### config.mk
export PLATFORM = sky130hd
export DESIGN_NAME = lif_timestep_scheduler
export DESIGN_NICKNAME = d
export VERILOG_FILES = /design/src/rtl/lif_timestep_scheduler.sv
export SDC_FILE = /design/constraint.sdc
export NUM_CORES = 1
export LEC_CHECK = 0
export BUFFER_PORTS_ARGS = -buffer_cell sky130_fd_sc_hd__buf_4
export CAP_MARGIN = 20
export CORE_ASPECT_RATIO = 0.7
export CORE_MARGIN = 2
export CORE_UTILIZATION = 30
export CTS_CLUSTER_SIZE = 20
export DETAILED_ROUTE_END_ITERATION = 16
export PLACE_DENSITY_LB_ADDON = 0.1
export SYNTH_ARGS = -nofsm -noshare
export SYNTH_HDL_FRONTEND = slang
export SYNTH_SLANG_ARGS = --single-unit
### constraint.sdc
create_clock -name clk -period 4.5 [get_ports clk]
set_input_delay 0.9 -clock clk [delete_from_list [all_inputs] [get_ports clk]]
set_output_delay 0.9 -clock clk [all_outputs]
set_load 0.02 [all_outputs]
### src/rtl/lif_timestep_scheduler.sv
// LIF timestep scheduler: drains the spike FIFO, issues one accumulate pass per spike, then one update pass.
// Define LIF_SCHED_STALL_CNT_EN to add the stall_cnt_o back-pressure counter.
module lif_timestep_scheduler #(
   parameter int N_PRE  = 256,
   parameter int N_POST = 256,
   parameter int LANES  = 4,
   parameter int PRE_W  = 8,
   parameter int POST_W = 8,
   parameter int STEP_W = 16
) (
   input  logic              clk,
   input  logic              rst,
   input  logic              start_i,
   output logic              busy_o,
   output logic              done_o,
   input  logic              spk_valid_i,
   input  logic [PRE_W-1:0]  spk_idx_i,
   input  logic              spk_last_i,
   output logic              spk_ready_o,
   output logic              acc_valid_o,
   output logic [PRE_W-1:0]  acc_pre_o,
   output logic [POST_W-1:0] acc_post_o,
   input  logic              acc_ready_i,
   output logic              upd_valid_o,
   output logic [POST_W-1:0] upd_post_o,
   input  logic              upd_ready_i,
   output logic [STEP_W-1:0] step_cnt_o,
   output logic [PRE_W:0]    spk_cnt_o
`ifdef LIF_SCHED_STALL_CNT_EN
   ,
   output logic [31:0]       stall_cnt_o
`endif
);

   localparam int N_GRP = N_POST / LANES;
   localparam int GRP_W = (N_GRP > 1) ? $clog2(N_GRP) : 1;
   localparam logic [GRP_W-1:0] LAST_GRP = GRP_W'(N_GRP - 1);
   localparam logic [PRE_W:0]   SPK_MAX  = (PRE_W+1)'(N_PRE);

   typedef enum logic [2:0] {
      S_IDLE,
      S_FETCH,
      S_ACCUM,
      S_UPDATE,
      S_DONE
   } state_t;

   state_t            state_q, state_d;
   logic [PRE_W-1:0]  pre_q, pre_d;
   logic [GRP_W-1:0]  g_q, g_d;
   logic [PRE_W:0]    spk_cnt_q, spk_cnt_d;
   logic [STEP_W-1:0] step_cnt_q, step_cnt_d;
   logic [POST_W-1:0] grp_base;

   // First neuron of the current lane group; shared by both command streams.
   assign grp_base = POST_W'(32'(g_q) * LANES);

   always_comb begin
      state_d    = state_q;
      pre_d      = pre_q;
      g_d        = g_q;
      spk_cnt_d  = spk_cnt_q;
      step_cnt_d = step_cnt_q;
      case (state_q)
         S_IDLE: begin
            if (start_i) begin
               state_d   = S_FETCH;
               spk_cnt_d = '0;
            end
         end
         S_FETCH: begin
            if (spk_valid_i) begin
               g_d = '0;
               if (spk_last_i) begin
                  state_d = S_UPDATE;
               end else begin
                  pre_d   = spk_idx_i;
                  state_d = S_ACCUM;
                  if (spk_cnt_q != SPK_MAX) begin
                     spk_cnt_d = spk_cnt_q + 1'b1;
                  end
               end
            end
         end
         S_ACCUM: begin
            if (acc_ready_i) begin
               g_d = g_q + 1'b1;
               if (g_q == LAST_GRP) begin
                  state_d = S_FETCH;
               end
            end
         end
         S_UPDATE: begin
            if (upd_ready_i) begin
               g_d = g_q + 1'b1;
               if (g_q == LAST_GRP) begin
                  state_d = S_DONE;
               end
            end
         end
         S_DONE: begin
            step_cnt_d = step_cnt_q + 1'b1;
            state_d    = S_IDLE;
         end
         default: begin
            state_d = S_IDLE;
         end
      endcase
   end

   // Outputs decode from registered state and payload only, so ready never feeds valid.
   always_comb begin
      busy_o      = (state_q != S_IDLE);
      done_o      = (state_q == S_DONE);
      spk_ready_o = (state_q == S_FETCH);
      acc_valid_o = (state_q == S_ACCUM);
      upd_valid_o = (state_q == S_UPDATE);
      acc_pre_o   = pre_q;
      acc_post_o  = grp_base;
      upd_post_o  = grp_base;
      step_cnt_o  = step_cnt_q;
      spk_cnt_o   = spk_cnt_q;
   end

   always_ff @(posedge clk or negedge rst) begin
      if (!rst) begin
         state_q    <= S_IDLE;
         pre_q      <= '0;
         g_q        <= '0;
         spk_cnt_q  <= '0;
         step_cnt_q <= '0;
      end else begin
         state_q    <= state_d;
         pre_q      <= pre_d;
         g_q        <= g_d;
         spk_cnt_q  <= spk_cnt_d;
         step_cnt_q <= step_cnt_d;
      end
   end

`ifdef LIF_SCHED_STALL_CNT_EN
   logic [31:0] stall_cnt_q, stall_cnt_d;

   always_comb begin
      stall_cnt_d = stall_cnt_q;
      if (state_q == S_IDLE && start_i) begin
         stall_cnt_d = '0;
      end else if ((acc_valid_o && !acc_ready_i) || (upd_valid_o && !upd_ready_i)) begin
         stall_cnt_d = stall_cnt_q + 32'd1;
      end
   end

   always_ff @(posedge clk or negedge rst) begin
      if (!rst) begin
         stall_cnt_q <= '0;
      end else begin
         stall_cnt_q <= stall_cnt_d;
      end
   end

   assign stall_cnt_o = stall_cnt_q;
`endif

endmodule

==> results of run 1 <==
[stage by stage]
| step | hold slack, ns | area, sq um | util | cells |
|---|---|---|---|---|
| 5_1_grt | 0.5173 | 2730 | 0.3985 | 360 |
| 6_report | 0.5003 | 2730 | 0.3985 | 360 |
| 4_1_cts | 0.4954 | 2730 | 0.3985 | 360 |
| 3_3_place_gp | 0.4876 | 2654 | 0.3874 | 353 |
| 2_1_floorplan | 0.5892 | 2162 | - | 211 |
| 3_5_place_dp | 0.4820 | 2654 | 0.3874 | 353 |
[power by group]
group          leakage [nW]  internal [mW]  switching (mW)
clock                0.0383          0.107           0.127
combinational         0.710          0.276           0.332
sequential            0.559          0.462           0.107
[how the worst max path moves through the flow]
stage / start / to / slack, ns / cells past startpoint
2_1_floorplan: state_q[0]$_DFFE_PN0P_ / spk_ready_o / 2.44 / 3
3_3_place_gp: spk_valid_i / spk_cnt_o[4]$_DFFE_PN0P_ / 2.30 / 5
3_5_place_dp: spk_valid_i / g_q[5]$_DFFE_PN0P_ / 2.29 / 5
4_1_cts: state_q[0]$_DFFE_PN0P_ / done_o / 1.97 / 3
5_1_grt: state_q[0]$_DFFE_PN0P_ / done_o / 1.90 / 3
6_report: state_q[0]$_DFFE_PN0P_ / done_o / 1.99 / 3
[worst reg2reg max path: stages, from the launching register on]
cell and delay (ns):
dfrtp_1 0.52, or3b_4 0.48, nor4_1 0.64, nand4_1 0.20
xnor2_1 0.15
[cells by family (layout without fill, tap and decap cells)]
logic type,Yosys count,in the layout,synth area share
and+or+nand+nor,73,73,0.1873
muxes,14,14,0.07097
adders and majority gates,4,4,0.02327
other,1,4,0.001744
AOI/OAI and AO/OA,36,36,0.1018
DFF,42,42,0.4887
xor gates and xnor gates,15,15,0.06458
buffers and inverters,23,78,0.06166
[flip-flops by register name, indices dropped and copies added, names as in the netlist]
name and count:
step_cnt_o 16, spk_cnt_o 9, acc_pre_o 8, g_q 6, state_q 3
[cell type report]
class                           instances  area (sq um)  area share
Clock buffer                            7         76.32     0.02796
Timing Repair Buffer                   64         480.5      0.1760
Tap cell                               94         117.6     0.04308
Sequential cell                        42          1051      0.3850
Inverter                                7         26.28    0.009624
Multi-Input combinational cell        146         978.4      0.3584
[per-layer routing]
metal	share of wire	routed length, microns
met3	0.070	337
met4	0.013	63
met2	0.40	1923
met1	0.51	2467
met5	0	0
[synth_stat cells (2+ instances only)]
cell,n
dfrtp_1,42
nand2_1,16
a21oi_1,11
buf_4,10
mux2_2,10
nand3_1,10
o21ai_0,9
nor2_1,8
xnor2_1,8
a31oi_1,7
inv_1,7
nor3_1,6
xor2_1,6
nand4_1,5
or3_1,5
and2_1,4
ha_1,4
mux2i_1,4
nand2b_1,4
and3_1,3
clkbuf_1,3
a211oi_1,2
a21o_1,2
a41oi_1,2
nor4_1,2
==> flow_summary.yaml, run 1 <==
cts:
  cts_tree: "built"
  post_cts_resized: 0
  ctsHoldBuffers: 0
  cts_max_level: 2
  root_buffer: "clkbuf_8"
  clkLatencyLatePin_ns: 0.29
  clock_path_buffers: 2
  cts_setup_buffers: 0
  clock_sinks: 42
  cts_made_buffers: 5
  clkTransAtPathRegs_ns: 0.08
setup_path:
  crit_path_max_incr_delay_ns: 0.52
  reg2reg_depth: 4
  crit_arrival_ns: 1.61
  ff2ff_setup_slack_ns: 2.39
  cpMaxStageDelayCell: "dfrtp_1"
  cp.required_ns: 3.60
  rr_endpoint: "step_cnt_o[13]$_DFFE_PN0P_"
  crit_family: "flip-flops"
  crit_buf_inv: 2
  path_cells: "or3b_4 > inv_1 > buf_4"
  start_kind: "register"
  critPathKind: "reg -> out"
  crit_fanout: 13
  endpoint_kind: "output port"
  r2r-start: "state_q[0]$_DFFE_PN0P_"
floorplan:
  num_io_pins: 69
  core_area_sq_um: 6850
  initial_core_util: 0.3140
  die_x_microns: 105.2
  die-area_sq_um: 7873
  die_h_microns: 74.84
  rows: 25
timing:
  setup_tns_ns: 0
  fin_ws_ns: 1.993
  maxSlewViolCount: 0
  hold_viol_final: 0
  fmax_mhz: 398.9
  setup_viol: 0
  min_period_ns: 2.507
  rsz0062_at_grt: "no"
  fin_crit_sh: 0.5571
  slew_headroom: 0.4880
  finalClockSkew_ns: 0.006349
  worst_slew_pin_slew_ns: 0.7633
grt:
  antenna_found_initial: 0
  overflow: 0
  grt_busiest_layer: "met1"
  grtUsageTotal: 0.1231
  grt_pass1_wl_mm: 7.541
  use_met1: 0.1811
  grt_pass1_vias: 1513
  grt_use_met2: 0.1699
  grtUsageMet3: 0.03463
  grt_max_degree: 43
routing:
  dr.pass1.iters: 4
  drc: 0
  via_per_inst: 4.711
  routedWlPerCell_microns: 13.31
  ant_nets: 0
  totalWireLength_mm: 4.792
  drt_iter0_drc: 76
  route.vias.total: 1696
synthesis:
  syn_area_per_cell_sq_um: 10.34
  ys.flop_type: "dfrtp_1"
  synth-seq-area-share: 0.4887
  synth-edff-count: 0
  post-synth-top-area-cell: "dfrtp_1"
  yosysUniqueCellTypes: 43
  synth_top_area_frac: 0.4887
  synthesis.area_sq_um: 2151
  ys_ff_latch: 42
  synthArstFlopShare: 1.000
  synth.area.top_cells: "dfrtp_1 49%, mux2_2 5.2%, buf_4 3.5%"
  syn_inst: 208
  yosysWarnings: 0
finish:
  layout_common_cells: "64 x buf_4, 42 x dfrtp_1, 16 x nand2_1"
  nets: 285
  areaGrowthSynthToFinish_pct: 26.93
  n_antenna_cell: 0
  drive_above_1_share: 0.3195
  fill_cells: 670
  final_common_cell: "buf_4"
placement:
  port_buffers: 64
  dp_worst_setup_slack_ns: 2.289
  gp_congestion: 0.7437
  hpwl_mm: 3.395
pwr:
  power.density_nw_per_um2: 517.2
  total_power_mw: 1.412
  leakagePower_nw: 1.308
  peakVddDrop_mv: 0.1839
outcome:
  status: "finished, final reports clean"
worst_hold_path:
  worst_hold_path.endpoint: "step_cnt_o[15]$_DFFE_PN0P_"
  min_from: "step_cnt_o[15]$_DFFE_PN0P_"
  hold_path_class: "reg -> reg"
  hold-path-cell-count: 1
run:
  maxCapViolations: 0
(Power assumes the default switching activity.)
==> inputs of run 2 (changes only) <==
clock period = 2.25 ns   (was 4.5 ns; I/O delays follow)
==> run 2 against run 1 <==
Compared with the run above: non-clock buffer count is 3 higher; cell count rose by 1.1%; via count is 1.4% lower; sequential share of layout area is 0.76 points lower; global-route usage increased by 0.61 points; setup slack worse by 1.8 ns.
==> flow_summary.yaml, run 2 (synthesis results as in run 1) <==
finish:
  areaGrowthSynthToFinish_pct: 29.49
  n_antenna_cell: 0
  drive_above_1_share: 0.3370
  fin_util: 0.4066
  largest_register_ffs: 16
  final_common_cell: "buf_4"
  fill_cells: 686
  nets: 288
  layout_common_cells: "67 x buf_4, 42 x dfrtp_1, 16 x nand2_1"
floorplan:
  die-area_sq_um: 7873
  rows: 25
  initial_core_util: 0.3140
  die_x_microns: 105.2
  core_area_sq_um: 6850
  num_io_pins: 69
  die_h_microns: 74.84
worst_hold_path:
  hold_path_class: "in -> async"
grt:
  overflow: 0
  antenna_found_initial: 0
  grt_pass1_vias: 1592
  grt_pass1_wl_mm: 8.066
  grt_max_degree: 43
  grtUsageTotal: 0.1292
placement:
  port_buffers: 64
  gp_congestion: 0.7807
  hpwl_mm: 3.430
cts:
  clkLatencyLatePin_ns: 0.30
  cts_tree: "built"
  clock_sinks: 42
  cts_setup_buffers: 0
  cts_max_level: 2
  ctsHoldBuffers: 0
  clkTransAtPathRegs_ns: 0.09
  clock_path_buffers: 2
  post_cts_resized: 0
  root_buffer: "clkbuf_8"
  cts_made_buffers: 5
setup_path:
  r2r-start: "state_q[1]$_DFFE_PN0P_"
  cp.required_ns: 1.80
  reg2reg_depth: 4
  start_kind: "register"
  crit_arrival_ns: 1.59
  critPathKind: "reg -> out"
  rr_endpoint: "step_cnt_o[15]$_DFFE_PN0P_"
  crit_fanout: 12
  ff2ff_setup_slack_ns: 0.31
  endpoint_kind: "output port"
timing:
  finalClockSkew_ns: 0.01247
  setup_viol: 0
  fin_crit_sh: 0.9055
  fmax_mhz: 490.8
  hold_viol_final: 0
  setup_tns_ns: 0
  maxSlewViolCount: 0
  rsz0062_at_grt: "no"
  worst_slew_pin_slew_ns: 0.5341
  slew_headroom: 0.6439
  min_period_ns: 2.037
pwr:
  power.density_nw_per_um2: 1077
  peakVddDrop_mv: 0.3942
  leakagePower_nw: 1.342
run:
  maxCapViolations: 0
routing:
  drc: 0
  drt_iter0_drc: 53
  route.vias.total: 1672
  via_per_inst: 4.593
  totalWireLength_mm: 4.831
  routedWlPerCell_microns: 13.27
  dr.pass1.iters: 4
  ant_nets: 0
outcome:
  status: "finished, final reports clean"
==> run 2: area by class of cell <==
class / count / area (sq um) / area share
Inverter: 7 / 26.28 / 0.009434
Clock buffer: 5 / 68.82 / 0.02471
Timing Repair Buffer: 67 / 503.0 / 0.1806
Clock inverter: 3 / 40.04 / 0.01438
Tap cell: 94 / 117.6 / 0.04223
Multi-Input combinational cell: 146 / 978.4 / 0.3513
Sequential cell: 42 / 1051 / 0.3774
==> run 2: metal layers <==
layer	track usage	vias up	wire length, microns
met1	0.1959	769	2609
li1	-	844	-
met4	0.04000	0	24
met2	0.1792	57	1900
met5	0	-	0
met3	0.03290	2	296
==> run 2: stage by stage <==
stage	worst slack [ns]	std cells	power, mW	cell area [sq um]	hold WS [ns]
2_1_floorplan	0.4713	211	1.949	2162	0.1544
3_5_place_dp	0.3316	356	2.421	2676	0.4827
5_1_grt	0.1188	364	3.226	2785	0.1706
6_report	0.2127	364	2.999	2785	0.1249
3_3_place_gp	0.3732	356	2.419	2676	0.4863
4_1_cts	0.1970	364	3.041	2785	0.1508
==> run 2: worst max path at each step <==
stage	from	to	slack, ns	cells after the start
6_report	state_q[1]$_DFFE_PN0P_	done_o	0.21	3
2_1_floorplan	state_q[2]$_DFFE_PN0P_	step_cnt_o[15]$_DFFE_PN0P_	0.47	5
4_1_cts	state_q[1]$_DFFE_PN0P_	done_o	0.20	3
3_3_place_gp	state_q[1]$_DFFE_PN0P_	step_cnt_o[15]$_DFFE_PN0P_	0.37	4
5_1_grt	state_q[1]$_DFFE_PN0P_	done_o	0.12	3
3_5_place_dp	state_q[1]$_DFFE_PN0P_	step_cnt_o[15]$_DFFE_PN0P_	0.33	4
==> run 2: power by group <==
part           total [mW]  switching (mW)  leakage [nW]  internal (mW)
Combinational        1.28           0.698         0.725          0.583
Clock               0.603           0.276        0.0579          0.327
Sequential           1.11           0.191         0.559          0.924
Total                3.00            1.17          1.34           1.83
==> run 2: worst max-delay path, cell delays in order (launching register included) <==
cell,delay [ns]
dfrtp_1,0.51
or3b_4,0.46
inv_1,0.16
buf_4,0.17
